**src/rtl/trap_sequencer_pkg.sv**
```systemverilog
// trap_sequencer_pkg: shared state, privilege, cause and trap-kind definitions
package trap_sequencer_pkg;
  typedef enum logic {IDLE = 1'b0, DRAIN = 1'b1} state_e;
  localparam logic [1:0] M_MODE = 2'b11;
  localparam logic [1:0] S_MODE = 2'b01;
  localparam logic [1:0] U_MODE = 2'b00;
  localparam logic [3:0] CAUSE_MEI = 4'd11;
  localparam logic [3:0] CAUSE_MSI = 4'd3;
  localparam logic [3:0] CAUSE_MTI = 4'd7;
  localparam logic [3:0] EXC_ILLEGAL = 4'd2;
  localparam logic [3:0] EXC_ECALL_M = 4'd11;
  typedef enum logic [1:0] {K_ILLEGAL, K_ECALL, K_MRET, K_IRQ} kind_e;
  typedef struct packed {
    logic accept;
    kind_e kind;
    logic [3:0] cause;
  } prio_t;
endpackage

```
**src/rtl/trap_prio_enc.sv**
```systemverilog
// trap_prio_enc: arbitrates EX exceptions, mret and enabled interrupts into one decision
module trap_prio_enc
  import trap_sequencer_pkg::*;
(
  input  logic  irq_ext,
  input  logic  irq_timer,
  input  logic  irq_soft,
  input  logic  csr_meie,
  input  logic  csr_mtie,
  input  logic  csr_msie,
  input  logic  csr_mstatus_mie,
  input  logic  illegal_ops_ex,
  input  logic  cmd_ecall_ex,
  input  logic  cmd_mret_ex,
  output prio_t prio
);
  logic ext_en, soft_en, tim_en, irq_any, ex_evt;
  always_comb begin
    ext_en = csr_mstatus_mie & irq_ext & csr_meie;
    soft_en = csr_mstatus_mie & irq_soft & csr_msie;
    tim_en = csr_mstatus_mie & irq_timer & csr_mtie;
    irq_any = ext_en | soft_en | tim_en;
    ex_evt = illegal_ops_ex | cmd_ecall_ex | cmd_mret_ex;
    prio.accept = ex_evt | irq_any;
    prio.kind = illegal_ops_ex ? K_ILLEGAL : cmd_ecall_ex ? K_ECALL : cmd_mret_ex ? K_MRET : K_IRQ;
    prio.cause = ex_evt ? 4'd0 : ext_en ? CAUSE_MEI : soft_en ? CAUSE_MSI : tim_en ? CAUSE_MTI : 4'd0;
  end
endmodule

```
**src/rtl/trap_sequencer.sv**
```systemverilog
// trap_sequencer: machine-mode trap entry / mret sequencing with fetch redirect and flush drain
module trap_sequencer
  import trap_sequencer_pkg::*;
#(
  parameter int DRAIN_CYCLES = 3
) (
  input  logic        clk,
  input  logic        rst,
  input  logic        irq_ext,
  input  logic        irq_timer,
  input  logic        irq_soft,
  input  logic        csr_meie,
  input  logic        csr_mtie,
  input  logic        csr_msie,
  input  logic        csr_mstatus_mie,
  input  logic [29:0] csr_mtvec_ex,
  input  logic [29:0] csr_mepc_ex,
  input  logic        ex_valid,
  input  logic        stall,
  input  logic        illegal_ops_ex,
  input  logic        cmd_ecall_ex,
  input  logic        cmd_mret_ex,
  output logic        g_interrupt,
  output logic        g_exception,
  output logic [1:0]  g_interrupt_priv,
  output logic [1:0]  g_current_priv,
  output logic [3:0]  int_cause,
  output logic        trap_jump,
  output logic [29:0] trap_jump_adr,
  output logic        pipe_flush,
  output logic        trap_busy
);
  localparam int CW = $clog2(DRAIN_CYCLES + 1);
  state_e state_q, state_d;
  logic [CW-1:0] cnt_q, cnt_d;
  prio_t prio;
  logic take;
  trap_prio_enc u_prio (
    .irq_ext(irq_ext),
    .irq_timer(irq_timer),
    .irq_soft(irq_soft),
    .csr_meie(csr_meie),
    .csr_mtie(csr_mtie),
    .csr_msie(csr_msie),
    .csr_mstatus_mie(csr_mstatus_mie),
    .illegal_ops_ex(illegal_ops_ex),
    .cmd_ecall_ex(cmd_ecall_ex),
    .cmd_mret_ex(cmd_mret_ex),
    .prio(prio)
  );
  always_comb begin
    take = (state_q == IDLE) & ex_valid & ~stall & ~rst & prio.accept;
    state_d = state_q;
    cnt_d = cnt_q;
    if (take) begin
      state_d = DRAIN;
      cnt_d = CW'(DRAIN_CYCLES);
    end else if (state_q == DRAIN && !stall) begin
      state_d = (cnt_q <= CW'(1)) ? IDLE : DRAIN;
      cnt_d = (cnt_q <= CW'(1)) ? '0 : cnt_q - CW'(1);
    end
    g_interrupt = take & (prio.kind == K_IRQ);
    g_exception = take & (prio.kind == K_ILLEGAL);
    g_interrupt_priv = M_MODE;
    g_current_priv = M_MODE;
    int_cause = g_interrupt ? prio.cause : 4'd0;
    trap_jump = take;
    trap_jump_adr = !take ? '0 : (prio.kind == K_MRET) ? csr_mepc_ex : csr_mtvec_ex;
    trap_busy = state_q == DRAIN;
    pipe_flush = take | trap_busy;
  end
  always_ff @(posedge clk) begin
    if (rst) begin
      state_q <= IDLE;
      cnt_q <= '0;
    end else begin
      state_q <= state_d;
      cnt_q <= cnt_d;
    end
  end
endmodule

```
**config.mk**
```make
export PLATFORM = sky130hd
export DESIGN_NAME = trap_sequencer
export DESIGN_NICKNAME = d
export VERILOG_FILES = /design/src/rtl/trap_sequencer_pkg.sv /design/src/rtl/trap_prio_enc.sv /design/src/rtl/trap_sequencer.sv
export SDC_FILE = /design/constraint.sdc
export NUM_CORES = 1
export LEC_CHECK = 0
export BUFFER_PORTS_ARGS = -buffer_cell sky130_fd_sc_hd__buf_2
export CORE_MARGIN = 8
export CORE_UTILIZATION = 30
export DETAILED_ROUTE_END_ITERATION = 7
export PLACE_DENSITY = 0.82
export SLEW_MARGIN = 40
export SYNTH_ARGS = -nofsm -noshare
export SYNTH_HDL_FRONTEND = slang
export SYNTH_SLANG_ARGS = --single-unit
```
**constraint.sdc**
```tcl
create_clock -name clk -period 1.6 [get_ports clk]
set_clock_uncertainty 0.05 [all_clocks]
set_input_delay 0 -clock clk [delete_from_list [all_inputs] [get_ports clk]]
set_output_delay 0 -clock clk [all_outputs]
set_load 0.01 [all_outputs]
```
# After elaboration in Yosys (flattened, before gate mapping)
# Index checks and enable logic that the tools add are counted.
[totals] wordCells=47 ff_bits=3 inputBits=74 out_inout_bits=43
[classes] reduce_logical=4 n_eq_ne=2 muxes=16 bitwise=21 n_lt_le_gt_ge=1 add_sub_neg=1
[op_table] cell="2-to-1 mux 30 bit" count=2
[op_table] cell="2-to-1 mux 4 bit" count=4
[op_table] cell="bitwise AND 1 bit" count=12
[op_table] cell="2-to-1 mux 2 bit" count=5
[op_table] cell="bitwise OR 1 bit" count=6
[op_table] cell="== test 2 bit (second input constant)" count=2
[op_table] cell="2-to-1 mux 1 bit" count=4
[op_table] cell="2-to-1 mux 3 bit" count=1
[op_table] cell="NOT 1 bit" count=3
[op_table] cell="<= comparator 2 x 1 -> 1 bit (second input constant)" count=1
[op_table] cell="logical NOT 2 bit" count=1
[op_table] cell="nonzero test 2 bit" count=1
[op_table] cell="subtractor 2 x 1 -> 2 bit (second input constant)" count=1
[op_table] cell="logical AND 1 bit" count=1
[op_table] cell="logical NOT 1 bit" count=1

# Depth between registers and ports, before layout
# Gate-level depths: netlist (run 1).
[depth] depth_word=8 mapped_depth=6 depth_no_buf=3

# By module
# A second synthesis (run 1) with hierarchy kept.
[hier_totals] hier_cells=151 area_unflattened_um2=807.0
[modules_own_cells] mod="trap_sequencer" n_inst=1 cells_per_inst=136 seq_area_each_um2=60.1 area_per_inst_um2=715.7
[modules_own_cells] mod="trap_prio_enc" n_inst=1 cells_per_inst=15 seq_area_each_um2=0.0 area_per_inst_um2=91.3

# Worst setup path before layout (run 1)
# Ideal clock, no wire load.
[synth_timing] path_kind="flip-flop to output port" startpoint="register state_q, in the netlist trap_busy" endpoint="output port int_cause[1]" required_time_ns=1.550 path_buffers=3 t_arrival_ns=1.686 path_stages_with_launch=6 setup_slack_ns=-0.136 cell_sequence="dfxtp_1 > or4b_1 > clkbuf_1 > buf_6 > nor3_1 > buf_4"
[synth_between] elab_chain_cells=7
[synth_lines] item="start: declaration" line_no="trap_sequencer.sv:34" text="state_e state_q, state_d;"
[synth_lines] item="start signal: assignment" line_no="trap_sequencer.sv:77" text="state_q <= state_d;"
[synth_lines] item="NOT 1 bit" line_no="trap_sequencer.sv:52" text="take = (state_q == IDLE) & ex_valid & ~stall & ~rst & prio.accept;"
[synth_lines] item="bitwise AND 1 bit (4 in series)" line_no="trap_sequencer.sv:52"
[synth_lines] item="bitwise AND 1 bit" line_no="trap_sequencer.sv:62" text="g_interrupt = take & (prio.kind == K_IRQ);"
[synth_lines] item="2-to-1 mux 4 bit" line_no="trap_sequencer.sv:66" text="int_cause = g_interrupt ? prio.cause : 4'd0;"
[synth_lines] item="end: declaration" line_no="trap_sequencer.sv:27" text="output logic [3:0] int_cause,"
# Every way passes these cells.

# Worst setup path in the final report (run 1)
[layout_timing] startpoint="register state_q, in the netlist trap_busy" endpoint="output port int_cause[3]"
# The elaborated chain is that of the path after synthesis.

==> out/metrics.cfg, run 1 <==
[status]
outcome = complete, but fails checks
violated_checks = negative setup slack

[critical_path]
startpoint_type = flip-flop
required_ps = 1550
timing.critical_path.fanout_max = 4
start_to_end_type_of_the_worst_setup_path = flip-flop to output port
signal_arrival_time_at_the_worst_endpoint_ps = 1640
critPathCaptureType = output port

[placed_design]
io_buffers = 112
place_area_um2 = 1380
gpl.final_weighted_congestion = 0.803
preCtsSetupSlack_ps = 66.2
dp.final_hpwl_um = 2990
placed_cells_incl_taps = 243

[synthesis]
warnings_synthesis = 0
synth-seq-cells = 3
synth_xor_area_frac = 0
synth_ff_type = dfxtp_1
sequential_element_share_of_the_synthesized_area = 0.0743
synth.area.mux_share = 0.372
synth_top_family_by_area = multiplexers
synth-simple-area-share = 0.296
synth-compound-area-share = 0.0867
ys_types = 25
synth_enable_flop_cells = 0
synth_cells = 106
synth.cell_area_um2 = 808
async_reset_ff_frac = 0
post_synth_fa_ha_maj_area_fraction = 0
synth_area_per_inst_um2 = 7.63

[route]
detailroute.via_count = 1229
routed_wl_um = 3590
drt-initial-drc-count = 45
drc_errors = 0
wl_per_cell_um = 14.5
residual_antenna_violating_net_count_after_detailed_routing = 0
dr_wl_met3_um = 411
avgViaCountPerCell = 4.96
drt_pass1_iterations = 4
dr.max_layer_used = met4
met2WireLength_um = 1960
drt-met1-wl_um = 1190

[timing]
fin_tns_setup_ps = -2030
setup_ws_ps = -90.9
share_of_the_cycle_needed_by_the_critical_path_after_routing = 1.06
rsz0062_at_grt = yes
timing_max_transition_violations_final = 0
fmaxAchievable_ghz = 0.591
setup_viol = 35
timing.final.hold_violations = 0
period_needed_ps = 1690

[clock_tree]
cts.htree.levels = 1
cts.root.buffer_cell = clkbuf_4
clkSinkCount = 3
clock_path_buffers = 2
post_cts_buffers = 0
clock_latency_ps = 240
cts_buf_count = 3
tritoncts_clock_tree = yes
cts.reportedPaths.clkPinSlew_ps = 40

[floorplan]
floorplan.die.width_um = 67.9
die-height_um = 67.9
core_area_um2 = 2660
initial_utilization = 0.304
design.portCount = 117
floorplan.die_area_um2 = 4610
rows = 19

[grt]
grt_pass1_wl_um = 5270
grt_antenna_before_repair = 0
grt_start_max_net_pins = 27
grt_remaining_overflow = 0
via_count_of_the_first_global_routing_pass = 1231
groute.usage.overall = 0.141

[cells_and_area]
drive_above_1_share = 0.618
finish.instance_area_um2 = 1490
mostFrequentLayoutCells = buf_2 (112), mux2i_1 (30), nor3_1 (26), nor3_2 (5)
instances_no_fill = 248
design.final.nets = 292
antennaDiodeCount = 0
most_common_cell_after_layout_fill_and_taps_aside = buf_2
utilization = 0.558
syn_to_final_growth_pct = 83.9

[power_and_ir_drop]
power-per-cell-area_nw_per_um2 = 347
cellLeakagePower_nw = 0.784
ir_drop_v = 0.000468

[flow_run]
maxCapViolations = 0

[hold_path]
hold_path_class = primary input to flip-flop

## stage by stage
| stage | total power, mW | hold slack [ps] |
|---|---|---|
| 2_1_floorplan | 0.233 | 37.1 |
| 5_1_grt | 0.557 | 119 |
| 4_1_cts | 0.508 | 64.5 |
| 3_5_place_dp | 0.360 | 184 |
| 6_report | 0.516 | 78.1 |
| 3_3_place_gp | 0.353 | 183 |
## cell type report
type                    count  area [um^2]
flip-flops and latches      3         60.1
clock buffers               4         26.3
fillers                   267         1180
inverters                   2         7.51
multi-input cells          87          699
well taps                  31         38.8
repair buffers            121          654
## critical path: stages, from the launching register on
cell,delay [ps]
dfxtp_1,300
or4b_4,530
buf_6,160
nor4_4,230
buf_2,170
## power breakdown
part / total (mW) / switching (mW) / internal, mW / leakage [nW]
clock: 0.140 / 0.0465 / 0.0939 / 0.0150
combinational: 0.290 / 0.139 / 0.151 / 0.744
sequential: 0.0855 / 0.00395 / 0.0815 / 0.0248
## registers in the layout, summed over array words and instances (netlist names)
| register | count |
|---|---|
| cnt_q | 2 |
| trap_busy | 1 |
## synthesized netlist by cell type, types with 2 or more instances
master | number | area [um^2]
buf_2 | 6 | 30.0
buf_4 | 5 | 37.5
buf_6 | 5 | 56.3
dfxtp_1 | 3 | 60.1
inv_1 | 2 | 7.51
mux2i_1 | 30 | 300
nor2_1 | 2 | 7.51
nor3_1 | 32 | 160
nor4_1 | 2 | 12.5
o21ai_0 | 2 | 10.0
o22ai_1 | 3 | 18.8
## path summary, 6_finish.rpt
| check | start | to | slack [ps] | cells past startpoint |
|---|---|---|---|---|
| min | stall | trap_busy | 80 | 3 |
| max reg2reg | trap_busy | trap_busy | 270 | 3 |
| max | trap_busy | int_cause[3] | -90 | 4 |
| min reg2reg | cnt_q[1] | cnt_q[1] | 500 | 2 |
## metal layers
| metal | up-vias | track usage |
|---|---|---|
| li1 | 611 | - |
| met1 | 548 | 0.134 |
| met2 | 66 | 0.282 |
| met3 | 4 | 0.0393 |
| met4 | 0 | 0.0486 |
| met5 | - | 0 |
## logic make-up after synthesis
logic type	after synthesis
muxes	30
and+or+nand+nor	44
buffers and inverters	19
other	1
AOI/OAI and AO/OA	9
DFF	3
## repair_timing
action | in CTS | in global routing
endpoints found under the hold margin | 3 | 0
gates resized for setup | 2 | 11
setup endpoints to repair | 38 | 38
gates cloned | 0 | 0
pin swaps | 3 | 2
hold buffers | 1 | 0
No activity file was read; power rests on OpenSTA's default activity.
==> run 2: changes to the inputs <==
Settings changed: CORE_UTILIZATION 30 to 33, CTS_BUF_LIST set to sky130_fd_sc_hd__clkbuf_4, PLACE_DENSITY 0.82 to 0.89.
Clock period 1.6 ns to 2.1 ns, I/O delays scaled along.
==> out/metrics.cfg, run 2 (synthesized netlist as in run 1, its figures left out) <==
[hold_path]
hold_end = trap_busy  ; unchanged
worstHoldPathCells = 3  ; unchanged
hold_path_class = primary input to flip-flop  ; unchanged
hold_path_startpoint = stall  ; unchanged

[timing]
fin_tns_setup_ps = 0  ; was -2030 ps
period_needed_ps = 1930
timing.final.hold_violations = 0  ; unchanged
holdWs_ps = 94.6  ; was 78.1 ps
rsz0062_at_grt = no  ; was yes
setup_ws_ps = 170  ; was -90.9 ps
timing_max_transition_violations_final = 0  ; unchanged
share_of_the_cycle_needed_by_the_critical_path_after_routing = 0.919
setup_viol = 0  ; was 35
fmaxAchievable_ghz = 0.518

[power_and_ir_drop]
design_power_total_mw = 0.377  ; was 0.516 mW
cellLeakagePower_nw = 0.756  ; was 0.784 nW
ir_drop_v = 0.000385  ; was 0.000468 V
power-per-cell-area_nw_per_um2 = 272  ; was 347 nW/um^2

[critical_path]
signal_arrival_time_at_the_worst_endpoint_ps = 1880  ; was 1640 ps
critical_path.slowest_cell = or4b_1  ; was or4b_4
start_to_end_type_of_the_worst_setup_path = primary input to output port  ; was flip-flop to output port
required_ps = 2050  ; was 1550 ps
timing.critical_path.fanout_max = 20  ; was 4
worstPathCellList = dlygate4sd3_1 > buf_2 > or4b_1 > buf_4 > nor4_2 > buf_2  ; was or4b_4 > buf_6 > nor4_4 > buf_2
worst_path_most_repeated_cell = buf_2
worst_r2r_startpoint = trap_busy  ; unchanged
startpoint_type = primary input  ; was flip-flop
worst_path_largest_cell_delay_ps = 560  ; was 530 ps
critPathCaptureType = output port  ; unchanged
regToRegEndpoint = trap_busy  ; unchanged
reg2reg_depth = 3  ; unchanged
r2r_slack_ps = 640  ; was 270 ps

[cells_and_area]
finish.instance_area_um2 = 1390  ; was 1490 um^2
utilization = 0.581  ; was 0.558
instances_no_fill = 245  ; was 248
drive_above_1_share = 0.581  ; was 0.618
largest_reg_flops = 2  ; unchanged
most_common_cell_after_layout_fill_and_taps_aside = buf_2  ; unchanged
antennaDiodeCount = 0  ; unchanged
filler_cell_count = 234  ; was 267
regMostFlops = cnt_q  ; unchanged
mostFrequentLayoutCells = buf_2 (112), nor3_1 (32), mux2i_1 (30), buf_4 (6)  ; was buf_2 (112), mux2i_1 (30), nor3_1 (26), nor3_2 (5)
syn_to_final_growth_pct = 71.5  ; was 83.9%
design.final.nets = 290  ; was 292

[placed_design]
placed_cells_incl_taps = 240  ; was 243
gpl.final_weighted_congestion = 0.836  ; was 0.803
place_area_um2 = 1340  ; was 1380 um^2
dp.final_hpwl_um = 2960  ; was 2990 um
preCtsSetupSlack_ps = 491  ; was 66.2 ps
io_buffers = 112  ; unchanged

[clock_tree]
clock_path_buffers = 2  ; unchanged
clock_latency_ps = 220  ; was 240 ps
clkSinkCount = 3  ; unchanged
cts.htree.levels = 1  ; unchanged
tritoncts_clock_tree = yes  ; unchanged
cts.root.buffer_cell = clkbuf_4  ; unchanged
cts_buf_count = 3  ; unchanged
cts.reportedPaths.clkPinSlew_ps = 30  ; was 40 ps

[route]
avgViaCountPerCell = 4.94  ; was 4.96
drt_pass1_iterations = 4  ; unchanged
drt-initial-drc-count = 60  ; was 45
wl_per_cell_um = 14.2  ; was 14.5 um
routed_wl_um = 3480  ; was 3590 um
drc_errors = 0  ; unchanged
detailroute.via_count = 1210  ; was 1229
residual_antenna_violating_net_count_after_detailed_routing = 0  ; unchanged

[grt]
via_count_of_the_first_global_routing_pass = 1232  ; was 1231
grt_start_max_net_pins = 24  ; was 27
grt_antenna_before_repair = 0  ; unchanged
grt_pass1_wl_um = 5440  ; was 5270 um
groute.usage.overall = 0.151  ; was 0.141
grt_remaining_overflow = 0  ; unchanged

[floorplan]
core_area_um2 = 2390  ; was 2660 um^2
floorplan.die_area_um2 = 4290  ; was 4610 um^2
die-height_um = 65.5  ; was 67.9 um
initial_utilization = 0.339  ; was 0.304
floorplan.die.width_um = 65.5  ; was 67.9 um
design.portCount = 117  ; unchanged
rows = 18  ; was 19

[status]
outcome = completed  ; was complete, but fails checks

[flow_run]
maxCapViolations = 0  ; unchanged

## run 2: changes by cell type in the layout (fill, tap and decap cells not counted), sizes merged
cell,delta
buf,-2
## run 2: final cells by class
| type | count | area [um^2] | share of cell area |
|---|---|---|---|
| multi-input combinational | 87 | 636 | 0.458 |
| timing repair buffer | 119 | 616 | 0.444 |
| sequential | 3 | 60.1 | 0.0433 |
| tap | 30 | 37.5 | 0.0271 |
| clock buffer | 4 | 30.0 | 0.0217 |
| inverter | 2 | 7.51 | 0.00542 |
## run 2: how the worst max path moves through the flow
stage,slack (ps),from,cells after the start,end
after detailed placement,490,trap_busy,4,int_cause[3]
after CTS,160,rst,6,int_cause[3]
final,170,rst,6,int_cause[3]
after floorplan,360,trap_busy,5,int_cause[1]
after global routing,70,rst,6,int_cause[3]
after global placement,520,trap_busy,4,int_cause[3]
## run 2: what timing repair did
item | 4_1_cts | 5_1_grt
endpoints found under the hold margin | 3 | 0
resized for setup | 0 | 1
endpoints found under the setup margin | 0 | 1
setup buffers | 0 | 0
hold buffers | 1 | 0
## run 2: where the power goes
group	total (mW)	switching (mW)	internal [mW]	leakage (nW)
Sequential	0.0663	0.00405	0.0623	0.0248
Clock	0.107	0.0236	0.0836	0.0184
Combinational	0.204	0.0965	0.107	0.712
## run 2: critical path: cells and delay by family
kind                   cells  cell delay [ps]
AND/OR/NAND/NOR            2              800
buffers and inverters      4             1080
## run 2: metal layers
layer / track usage / up-vias / share of wire
li1: - / 614 / -
met2: 0.305 / 55 / 0.55
met1: 0.150 / 541 / 0.36
met3: 0.0442 / 0 / 0.093
met4: 0.0191 / 0 / 0
met5: 0 / - / 0
==> run 3: changes to the inputs <==
Settings changed: CORE_UTILIZATION 33 to 32, CTS_BUF_LIST sky130_fd_sc_hd__clkbuf_4 to not set, PLACE_DENSITY 0.89 to 0.86.
==> out/metrics.cfg, run 3 (synthesized netlist as in run 1, its figures left out) <==
[timing]
share_of_the_cycle_needed_by_the_critical_path_after_routing = 0.915  ; was 0.919
timing_max_transition_violations_final = 0  ; unchanged
period_needed_ps = 1920  ; was 1930 ps
rsz0062_at_grt = no  ; unchanged
timing.final.hold_violations = 0  ; unchanged
fmaxAchievable_ghz = 0.521  ; was 0.518 GHz
setup_viol = 0  ; unchanged
fin_tns_setup_ps = 0  ; unchanged

[floorplan]
rows = 18  ; unchanged
initial_utilization = 0.332  ; was 0.339
core_area_um2 = 2430  ; was 2390 um^2
die-height_um = 66.3  ; was 65.5 um
floorplan.die_area_um2 = 4390  ; was 4290 um^2
design.portCount = 117  ; unchanged
floorplan.die.width_um = 66.3  ; was 65.5 um

[cells_and_area]
syn_to_final_growth_pct = 69.8  ; was 71.5%
antennaDiodeCount = 0  ; unchanged
most_common_cell_after_layout_fill_and_taps_aside = buf_2  ; unchanged
mostFrequentLayoutCells = buf_2 (112), nor3_1 (32), mux2i_1 (30), buf_4 (5), conb_1 (4)  ; was buf_2 (112), nor3_1 (32), mux2i_1 (30), buf_4 (6)
finish.instance_area_um2 = 1370  ; was 1390 um^2
design.final.nets = 289  ; was 290
largest_reg_flops = 2  ; unchanged
regMostFlops = cnt_q  ; unchanged
filler_cell_count = 241  ; was 234
drive_above_1_share = 0.575  ; was 0.581

[grt]
grt_pass1_wl_um = 5490  ; was 5440 um
grt_remaining_overflow = 0  ; unchanged
groute.usage.overall = 0.154  ; was 0.151
grt_start_max_net_pins = 31  ; was 24
grt_antenna_before_repair = 0  ; unchanged
via_count_of_the_first_global_routing_pass = 1152  ; was 1232

[route]
wl_per_cell_um = 14.9  ; was 14.2 um
detailroute.via_count = 1207  ; was 1210
drc_errors = 0  ; unchanged
drt_pass1_iterations = 4  ; unchanged
avgViaCountPerCell = 4.95  ; was 4.94
routed_wl_um = 3640  ; was 3480 um
residual_antenna_violating_net_count_after_detailed_routing = 0  ; unchanged
drt-initial-drc-count = 55  ; was 60

[clock_tree]
cts.root.buffer_cell = clkbuf_4  ; unchanged
clock_path_buffers = 2  ; unchanged
clock_latency_ps = 230  ; was 220 ps
cts_buf_count = 3  ; unchanged
cts.htree.levels = 1  ; unchanged
cts.reportedPaths.clkPinSlew_ps = 40  ; was 30 ps
clkSinkCount = 3  ; unchanged
tritoncts_clock_tree = yes  ; unchanged

[flow_run]
maxCapViolations = 0  ; unchanged

[critical_path]
worst_path_most_repeated_cell = buf_2  ; unchanged
required_ps = 2050  ; about the same
start_to_end_type_of_the_worst_setup_path = primary input to output port  ; unchanged
critical_path.slowest_cell = or4b_4  ; was or4b_1
worst_path_largest_cell_delay_ps = 570  ; was 560 ps
signal_arrival_time_at_the_worst_endpoint_ps = 1870  ; was 1880 ps
worstPathCellList = dlygate4sd3_1 > buf_2 > or4b_4 > buf_4 > nor3_1 > buf_2  ; was dlygate4sd3_1 > buf_2 > or4b_1 > buf_4 > nor4_2 > buf_2
startpoint_type = primary input  ; unchanged
reg2reg_depth = 3  ; unchanged
timing.critical_path.fanout_max = 19  ; was 20
cp.depth = 6  ; unchanged
critPathCaptureType = output port  ; unchanged
cp.buffers_inverters = 4  ; unchanged
crit_family = buffers and inverters  ; unchanged

[power_and_ir_drop]
cellLeakagePower_nw = 0.748  ; was 0.756 nW
design_power_total_mw = 0.371  ; was 0.377 mW
ir_drop_v = 0.000296  ; was 0.000385 V
power-per-cell-area_nw_per_um2 = 270  ; was 272 nW/um^2

[placed_design]
place_area_um2 = 1330  ; was 1340 um^2
dp.final_hpwl_um = 3060  ; was 2960 um
io_buffers = 112  ; unchanged
gpl.final_weighted_congestion = 0.778  ; was 0.836

[hold_path]
worstHoldPathCells = 3  ; unchanged
hold_path_class = primary input to flip-flop  ; unchanged

[status]
outcome = completed  ; unchanged

## run 3: cell count changes in the layout (fill, tap and decap cells not counted)
cell	before	now
buf_4	6	5
clkbuf_1	0	1
clkbuf_4	4	3
nor4_1	1	2
nor4_2	1	0
or4b_1	1	0
or4b_4	0	1
## run 3: layer usage
layer / vias up / track usage / routed length [um]
met5: - / 0 / 0
met4: 0 / 0.0427 / 41
met3: 4 / 0.0593 / 451
met2: 66 / 0.273 / 1810
met1: 536 / 0.166 / 1340
li1: 601 / - / -
## run 3: area by class of cell
class / instances / area (um^2) / share of cell area
multi-input combinational: 87 / 633 / 0.461
timing repair buffer: 118 / 608 / 0.443
sequential: 3 / 60.1 / 0.0438
tap: 30 / 37.5 / 0.0273
clock buffer: 4 / 26.3 / 0.0191
inverter: 2 / 7.51 / 0.00547
## run 3: timing repair
item / 4_1_cts / 5_1_grt
gates resized for setup: 0 / 1
hold buffers: 1 / 0
setup endpoints to repair: 0 / 10
endpoints found under the hold margin: 3 / 0
buffers inserted: 0 / 0
## run 3: worst paths after layout
path             start                to  slack (ps)
max reg2reg  trap_busy          cnt_q[1]         640
min              stall         trap_busy          60
min reg2reg   cnt_q[1]          cnt_q[1]         470
max                rst  trap_jump_adr[3]         180
## run 3: through the flow
stage / hold WS, ps / setup WS (ps) / std cells / utilization
after floorplan: 37.1 / 364 / 109 / -
after global placement: 178 / 442 / 239 / 0.548
after detailed placement: 187 / 392 / 239 / 0.548
after CTS: 44.5 / 59.8 / 244 / 0.563
after global routing: 89.4 / 75.7 / 244 / 0.564
final: 61.5 / 179 / 244 / 0.564
## run 3: worst reg2reg max path, cell delays in order, from the launching register on
cell     delay, ps
dfxtp_1        330
or4b_4         600
buf_4          220
o22ai_1        180
## run 3: report_power, final
part	switching [mW]	internal [mW]	total (mW)
Sequential	0.00387	0.0622	0.0660
Combinational	0.0955	0.107	0.203
Clock	0.0306	0.0713	0.102
Total	0.130	0.241	0.371
